$ cat config.mk
export PLATFORM = sky130hd
export DESIGN_NAME = fetch_unit
export DESIGN_NICKNAME = d
export VERILOG_FILES = /design/src/rtl/fetch_unit.sv
export SDC_FILE = /design/constraint.sdc
export NUM_CORES = 1
export LEC_CHECK = 0
export CAP_MARGIN = 20
export CORE_MARGIN = 5
export CORE_UTILIZATION = 58
export DETAILED_ROUTE_END_ITERATION = 7
export GPL_ROUTABILITY_DRIVEN = 0
export GPL_TIMING_DRIVEN = 0
export HOLD_SLACK_MARGIN = 0.15
export PLACE_DENSITY = 0.81
export SYNTH_ARGS = -nofsm -noshare
export SYNTH_HDL_FRONTEND = slang
export SYNTH_SLANG_ARGS = --single-unit
$ cat constraint.sdc
create_clock -name clk -period 40.9 [get_ports clk]
set_input_delay 4.09 -clock clk [delete_from_list [all_inputs] [get_ports clk]]
set_output_delay 4.09 -clock clk [all_outputs]
set_load 0.05 [all_outputs]
$ cat src/rtl/fetch_unit.sv
// Instruction fetch stage: issues in-order imem requests under a credit cap and buffers
// returned words with their PC in a small FIFO presented to decode with valid/ready.
package pipeline_pkg;
    localparam int XLEN = 64;

    typedef struct packed {
        logic [31:0]     instr;
        logic [XLEN-1:0] PC;
        logic [XLEN-1:0] PCPlus4;
    } ifid_t;
endpackage

module fetch_unit
    import pipeline_pkg::*;
#(
    parameter int              DEPTH    = 2,
    parameter logic [XLEN-1:0] RESET_PC = '0
) (
    input  logic            clk,
    input  logic            rst_n,
    input  logic            redirect_valid,
    input  logic [XLEN-1:0] redirect_pc,
    output logic            imem_req_valid,
    input  logic            imem_req_ready,
    output logic [XLEN-1:0] imem_req_addr,
    input  logic            imem_rsp_valid,
    input  logic [31:0]     imem_rsp_data,
    output logic            ifid_valid,
    input  logic            ifid_ready,
    output ifid_t           ifid_o
);

    localparam int CW = $clog2(DEPTH + 1);
    localparam int PW = (DEPTH > 1) ? $clog2(DEPTH) : 1;

    logic [XLEN-1:0] pcQ;
    logic [XLEN-1:0] rspPcQ;
    logic [CW-1:0]   outst;
    logic [CW-1:0]   drop;
    logic [CW-1:0]   count;
    logic [PW-1:0]   rdPtr;
    logic [PW-1:0]   wrPtr;
    ifid_t           fifoMem [DEPTH];

    logic            reqFire;
    logic            popFire;
    logic            keepRsp;
    logic [CW:0]     inUse;
    ifid_t           pushEntry;

    function automatic logic [PW-1:0] nextPtr(input logic [PW-1:0] p);
        return (p == PW'(DEPTH - 1)) ? '0 : p + PW'(1);
    endfunction

    // Credits cover both in-flight requests and buffered words, so a response always finds room.
    assign inUse          = {1'b0, outst} + {1'b0, count};
    assign imem_req_valid = rst_n && !redirect_valid && (inUse < (CW+1)'(DEPTH));
    assign imem_req_addr  = pcQ;

    assign reqFire   = imem_req_valid && imem_req_ready;
    assign popFire   = ifid_valid && ifid_ready;
    assign keepRsp   = imem_rsp_valid && (drop == '0);
    assign pushEntry = '{instr: imem_rsp_data, PC: rspPcQ, PCPlus4: rspPcQ + XLEN'(4)};

    assign ifid_valid = (count != '0);
    assign ifid_o     = ifid_valid ? fifoMem[rdPtr] : '0;

    // NOTE: storage carries no reset; the count gates every read, so stale contents are never seen.
    always_ff @(posedge clk) begin
        if (rst_n && !redirect_valid && keepRsp) begin
            fifoMem[wrPtr] <= pushEntry;
        end
    end

    // NOTE: all state updates use <= so every branch reads pre-edge values of the counters.
    always_ff @(posedge clk) begin
        if (!rst_n) begin
            pcQ    <= RESET_PC;
            rspPcQ <= RESET_PC;
            outst  <= '0;
            drop   <= '0;
            count  <= '0;
            rdPtr  <= '0;
            wrPtr  <= '0;
        end else if (redirect_valid) begin
            // Everything still outstanding after this edge belongs to the old path.
            pcQ    <= redirect_pc;
            rspPcQ <= redirect_pc;
            outst  <= outst - CW'(imem_rsp_valid);
            drop   <= outst - CW'(imem_rsp_valid);
            count  <= '0;
            rdPtr  <= '0;
            wrPtr  <= '0;
        end else begin
            if (reqFire) begin
                pcQ <= pcQ + XLEN'(4);
            end
            outst <= outst + CW'(reqFire) - CW'(imem_rsp_valid);
            if (imem_rsp_valid && (drop != '0)) begin
                drop <= drop - CW'(1);
            end
            if (keepRsp) begin
                wrPtr  <= nextPtr(wrPtr);
                rspPcQ <= rspPcQ + XLEN'(4);
            end
            if (popFire) begin
                rdPtr <= nextPtr(rdPtr);
            end
            count <= count + CW'(keepRsp) - CW'(popFire);
        end
    end

endmodule

==> metrics.cfg, run 1 <==
[critical_path]
cp.arrival_ns=6.14
crit_start=redirect_valid
rr_endpoint=fifoMem[0][53]
critPathMaxFanout=10
regToRegSetupSlack_ns=37.46
critPathLaunchType=input port
cp-end-kind=output pin
r2r-start=rspPcQ[2]
cp_data_required_time_ns=36.81
endpoint=imem_req_valid
path_class=in2out
r2r.worst_path.cells=6

[cts]
clk_pin_slew_ns=0.06
clk_path_buf_depth=3
h-tree-depth=2
clk_latency_ns=0.57
ctsHoldBuffers=0
cts-root-buf=clkbuf_16
cts_resized=0
cts_setup_buffers=0
numCtsBuffers=45
cts_tree=yes
clock_sinks=453

[power]
power_frac_comb_pct=15.7
p_int_mw=0.786
power_density_nw_per_um2=41.9
p_switching_mw=0.306
p_clk_share_pct=36.0
p_leak_nw=8.26
swShare_pct=28.0
p_total_mw=1.09
p_seq_share_pct=48.3
peakVddDrop_uv=27.5

[finish]
mostFrequentLayoutCell=clkdlybuf4s50_1
post-route-util_pct=73.8
fin_nets=2312
final_cell_mix=clkdlybuf4s50_1 (325), edfxtp_1 (316), nor2_1 (238)
drive_gt1_share_pct=5.27
diodes=0
num-fill-cells=2367
syn_to_final_growth_pct=26.6

[timing]
rsz0062_at_grt=no
tightest_slew_ns=1.03
setup-violations-final=0
setup_tns_ns=0
period_minus_slack_ns=10.23
timing.hold.ws_ns=0.457
slew_headroom_pct=31.4
max_freq_mhz=97.8
fin_skew_ns=0.0258
hold_violations=0
fin_crit_sh_pct=25.0
drv_slew=0

[drt]
dr_total_vias=17000
drt_iter0_markers=2371
wl_per_cell_um=23.1
wl_um=62400
dr.pass1.iters=6
ant_nets=0
via_per_inst=6.29
drc=0

[synthesis]
synth_cell_types=56
postSynthCellCount=1812
yosys_warnings=0
synth_fp_nets=1923
synth_edf_count=316
ys_seq_area_share_pct=59.4
syn_avg_cell_area_sq_um=11.4
synth_ff_type=edfxtp_1
synth.ff_latch_count=453
syn_area_sq_um=20600
ys_async_sr_fraction_pct=0

[placed_design]
io_buffers=325
place_hpwl_um=46200

[global_routing]
grt_pass1_wl_um=94000
grt_pass1_vias=16300
antenna_found_initial=0
grt_max_degree=62
grt_usage_pct=30.8
grt.overflow.total=0

[floorplan]
ios=328
die_w_um=198
fp-row-count=69
start_util_pct=58.3
coreArea_sq_um=35300
die_area_sq_um=39300
die_h_um=198

[outcome]
status=finished clean

[worst_hold_path]
hold_path_depth=0
hp-start=rspPcQ[32]
hold_path_class=reg2reg

[flow_run]
cap_violations=0

## power groups by stage
stage	registers, mW	logic (mW)	clock network (mW)
global placement	0.538	0.165	0
finish	0.527	0.171	0.393
CTS	0.526	0.170	0.395
floorplan	0.546	0.0901	0
detailed placement	0.536	0.169	0
global route	0.529	0.179	0.416
## sequential cells by signal, indices dropped and copies added (netlist names), named ones only
register	cells
drop	2
count	2
rspPcQ	64
outst	2
fifoMem	316
rdPtr	1
wrPtr	1
imem_req_addr	64
## area by class of cell
type | instances | area (sq um) | share of cell area, %
Clock inverter | 13 | 90.1 | 0.346
Buffer | 103 | 410 | 1.58
Sequential cell | 453 | 12200 | 47.0
Timing Repair Buffer | 342 | 3480 | 13.4
Inverter | 20 | 75.1 | 0.288
Clock buffer | 71 | 1310 | 5.02
Tap cell | 461 | 577 | 2.21
Multi-Input combinational cell | 1236 | 7870 | 30.2
## routing by layer
layer	track usage (%)	vias up	wire length, um
met5	0	-	0
met1	42.5	7969	23600
met3	7.76	246	7910
li1	-	7538	-
met2	47.5	1230	28000
met4	11.7	0	2840
## Yosys cell counts, drive strengths merged (7+ instances only)
| cell | number | area share, % |
|---|---|---|
| a211oi | 13 | 0.47 |
| a21oi | 67 | 1.6 |
| a31oi | 35 | 1.1 |
| and2 | 11 | 0.33 |
| and3 | 20 | 0.61 |
| and4 | 10 | 0.43 |
| buf | 34 | 0.74 |
| clkbuf | 69 | 1.3 |
| dfxtp | 137 | 13 |
| edfxtp | 316 | 46 |
| ha | 8 | 0.49 |
| inv | 19 | 0.35 |
| mux2i | 163 | 7.9 |
| nand2 | 98 | 1.8 |
| nand3 | 70 | 1.7 |
| nand4 | 73 | 2.3 |
| nor2 | 239 | 4.4 |
| nor3 | 51 | 1.3 |
| nor3b | 10 | 0.36 |
| nor4 | 41 | 1.5 |
| o211ai | 7 | 0.26 |
| o21a | 7 | 0.26 |
| o21ai | 79 | 1.9 |
| o31a | 11 | 0.47 |
| o31ai | 14 | 0.51 |
| or3 | 21 | 0.64 |
| or4 | 20 | 0.73 |
| xnor2 | 51 | 2.2 |
| xor2 | 73 | 3.1 |
## through the flow
stage / area (sq um) / worst slack, ns / cells
6_report: 26000 / 30.67 / 2699
5_1_grt: 26000 / 30.56 / 2699
4_1_cts: 26000 / 30.72 / 2699
3_5_place_dp: 24600 / 30.72 / 2615
3_3_place_gp: 24400 / 18.53 / 2598
2_1_floorplan: 20600 / 24.64 / 1812
## cells by family (layout without fill, tap and decap cells)
kind of cell / after synthesis / after routing / synth area share (%)
AO/OA/AOI/OAI: 250 / 250 / 7.32
XOR/XNOR: 124 / 124 / 5.28
multiplexers: 166 / 166 / 8.09
flip-flops: 453 / 453 / 59.4
adder cells (fa/ha/maj): 9 / 9 / 0.584
AND/OR/NAND/NOR: 687 / 687 / 16.9
buffers and inverters: 123 / 549 / 2.36
## worst min path at each step
stage	end	slack (ns)
finish	fifoMem[0][96]	0.46
global route	fifoMem[0][96]	0.48
global placement	fifoMem[0][104]	0.43
CTS	fifoMem[0][96]	0.46
floorplan	fifoMem[0][102]	0.42
detailed placement	fifoMem[0][104]	0.44
## critical path, cell delays in order
cell	delay [ns]
clkbuf_1	0.22
nand2b_1	0.21
clkbuf_1	0.35
nor3_1	0.38
clkdlybuf4s50_1	0.87
(Power assumes the default switching activity.)
==> inputs of run 2 (changes only) <==
Settings changed: CORE_UTILIZATION 58 to 49, PLACE_DENSITY 0.81 to 0.73.
Clock period 40.9 ns to 8.37 ns, I/O delays scaled along.
==> run 2 against run 1 <==
Against the previous run:
- worst hold slack got worse by 0.0019 ns
- combinational power rose to 5.0 times the previous value
- clock-buffer cell count decreased by 13
- first-iteration DRC count down 13%
- critical endpoint is now ifid_o[65]
==> metrics.cfg, run 2 (synthesized netlist as in run 1, its figures left out) <==
[floorplan]
die_w_um=215  ; +8.4%
start_util_pct=49.3  ; -9.0 points
coreArea_sq_um=41800  ; +18%
die_h_um=215  ; +8.4%
die_area_sq_um=46200  ; +17%
ios=328  ; unchanged
fp-row-count=75  ; +8.7%

[finish]
fin_nets=2309  ; -0.13%
post-route-util_pct=63.3  ; -11 points
post-route-cell-area_sq_um=26400  ; +1.4%
stdcell_count=2776  ; +2.9%
top_register=fifoMem
diodes=0  ; unchanged
mostFrequentLayoutCell=clkdlybuf4s50_1
largest_register_ffs=316  ; unchanged
syn_to_final_growth_pct=28.4
final_cell_mix=clkdlybuf4s50_1 (325), edfxtp_1 (316), nor2_1 (238)
drive_gt1_share_pct=5.54  ; +0.27 points

[cts]
clk_latency_ns=0.58  ; about the same
clock_sinks=453  ; unchanged
cts_resized=0  ; unchanged
clk_pin_slew_ns=0.07  ; about the same
numCtsBuffers=47  ; +4.4%
clk_path_buf_depth=3  ; unchanged
cts_tree=yes
cts_setup_buffers=0  ; unchanged
ctsHoldBuffers=0  ; unchanged
h-tree-depth=2  ; unchanged
cts-root-buf=clkbuf_16

[timing]
slew_headroom_pct=32.5  ; +1.1 points
setup_tns_ns=0  ; unchanged
max_freq_mhz=202
period_minus_slack_ns=4.94
tightest_slew_ns=1.01  ; -0.0196 ns
timing.hold.ws_ns=0.455  ; -0.00187 ns
hold_violations=0  ; unchanged
setup-violations-final=0  ; unchanged
setup_ws_ns=3.43  ; -27.24 ns
rsz0062_at_grt=no
fin_crit_sh_pct=59.0
drv_slew=0  ; unchanged
fin_skew_ns=0.0317  ; +0.00588 ns

[drt]
ant_nets=0  ; unchanged
dr_total_vias=16900  ; -0.31%
wl_um=64700  ; +3.8%
via_per_inst=6.10  ; -3.1%
dr.pass1.iters=8  ; +2
drt_iter0_markers=2051  ; -13%
drc=0  ; unchanged
wl_per_cell_um=23.3  ; +0.90%

[global_routing]
grt.overflow.total=0  ; unchanged
grt_usage_pct=27.1  ; -3.7 points
antenna_found_initial=2  ; +2
grt_pass1_vias=16300  ; -0.27%
grt_pass1_wl_um=97600  ; +3.8%
grt_max_degree=61  ; -1.6%

[critical_path]
cp_data_required_time_ns=7.53  ; -29.28 ns
path_class=reg2out
cp.arrival_ns=4.10  ; -2.04 ns
cp-end-kind=output pin
critPathLaunchType=flop
critPathMaxFanout=10  ; unchanged

[placed_design]
place_hpwl_um=48600  ; +5.1%
dpl_cell_area_sq_um=24800  ; +0.71%
placed_cells=2688  ; +2.8%
io_buffers=325  ; unchanged
pre_cts_slack_ns=3.67  ; -27.05 ns

[flow_run]
cap_violations=0  ; unchanged

[power]
p_leak_nw=8.36  ; +1.3%
power_density_nw_per_um2=211  ; +400%
p_total_mw=5.58  ; +410%
peakVddDrop_uv=139  ; +400%

[worst_hold_path]
hold_path_class=reg2reg

[outcome]
status=finished clean

[run 2: changes by cell type in the layout (fill, tap and decap cells not counted), moves of 3 or more]
cell	previous run	this run
clkbuf_1	89	77
buf_6	11	1
buf_16	2	10
bufinv_16	0	6
clkinv_1	2	7
clkinv_2	7	12
clkbuf_8	4	1
clkinvlp_4	1	4
[run 2: layout make-up]
cell class	instances	area [sq um]
Tap cell	539	674
Inverter	20	75.1
Timing Repair Buffer	337	3550
Fill cell	3238	15300
Clock buffer	58	1270
Clock inverter	30	322
Sequential cell	453	12200
Multi-Input combinational cell	1236	7880
Buffer	103	410
[run 2: final timing paths]
check,from,to,slack [ns],depth (start not counted)
worst min register to register,rspPcQ[1],fifoMem[0][65],0.46,0
worst max-delay path,flop,ifid_o[65],3.43,7
worst max register to register,drop[0],fifoMem[1][43],4.53,8
worst min-delay path,rspPcQ[1],fifoMem[0][65],0.46,0
[run 2: layer usage]
metal	vias to the layer above	global-route usage [%]	wire length [um]
met1	8120	37.7	26300
met5	-	0	30
met4	4	10.9	2850
met2	1059	42.0	29000
li1	7552	-	-
met3	195	5.53	6620
[run 2: worst max-delay path, cell delays in order (launching register included)]
cell	delay, ns
dfxtp_1	0.32
clkbuf_1	0.33
clkbuf_1	0.62
buf_1	0.80
mux2i_1	0.19
nor2_1	0.30
buf_4	0.17
clkdlybuf4s50_1	0.79
[run 2: power by group]
part	switching [mW]	internal (mW)	leakage, nW	total [mW]
registers	0.0917	2.48	4.01	2.57
clock network	0.888	1.27	0.776	2.16
logic	0.567	0.283	3.58	0.849
total	1.55	4.04	8.36	5.58
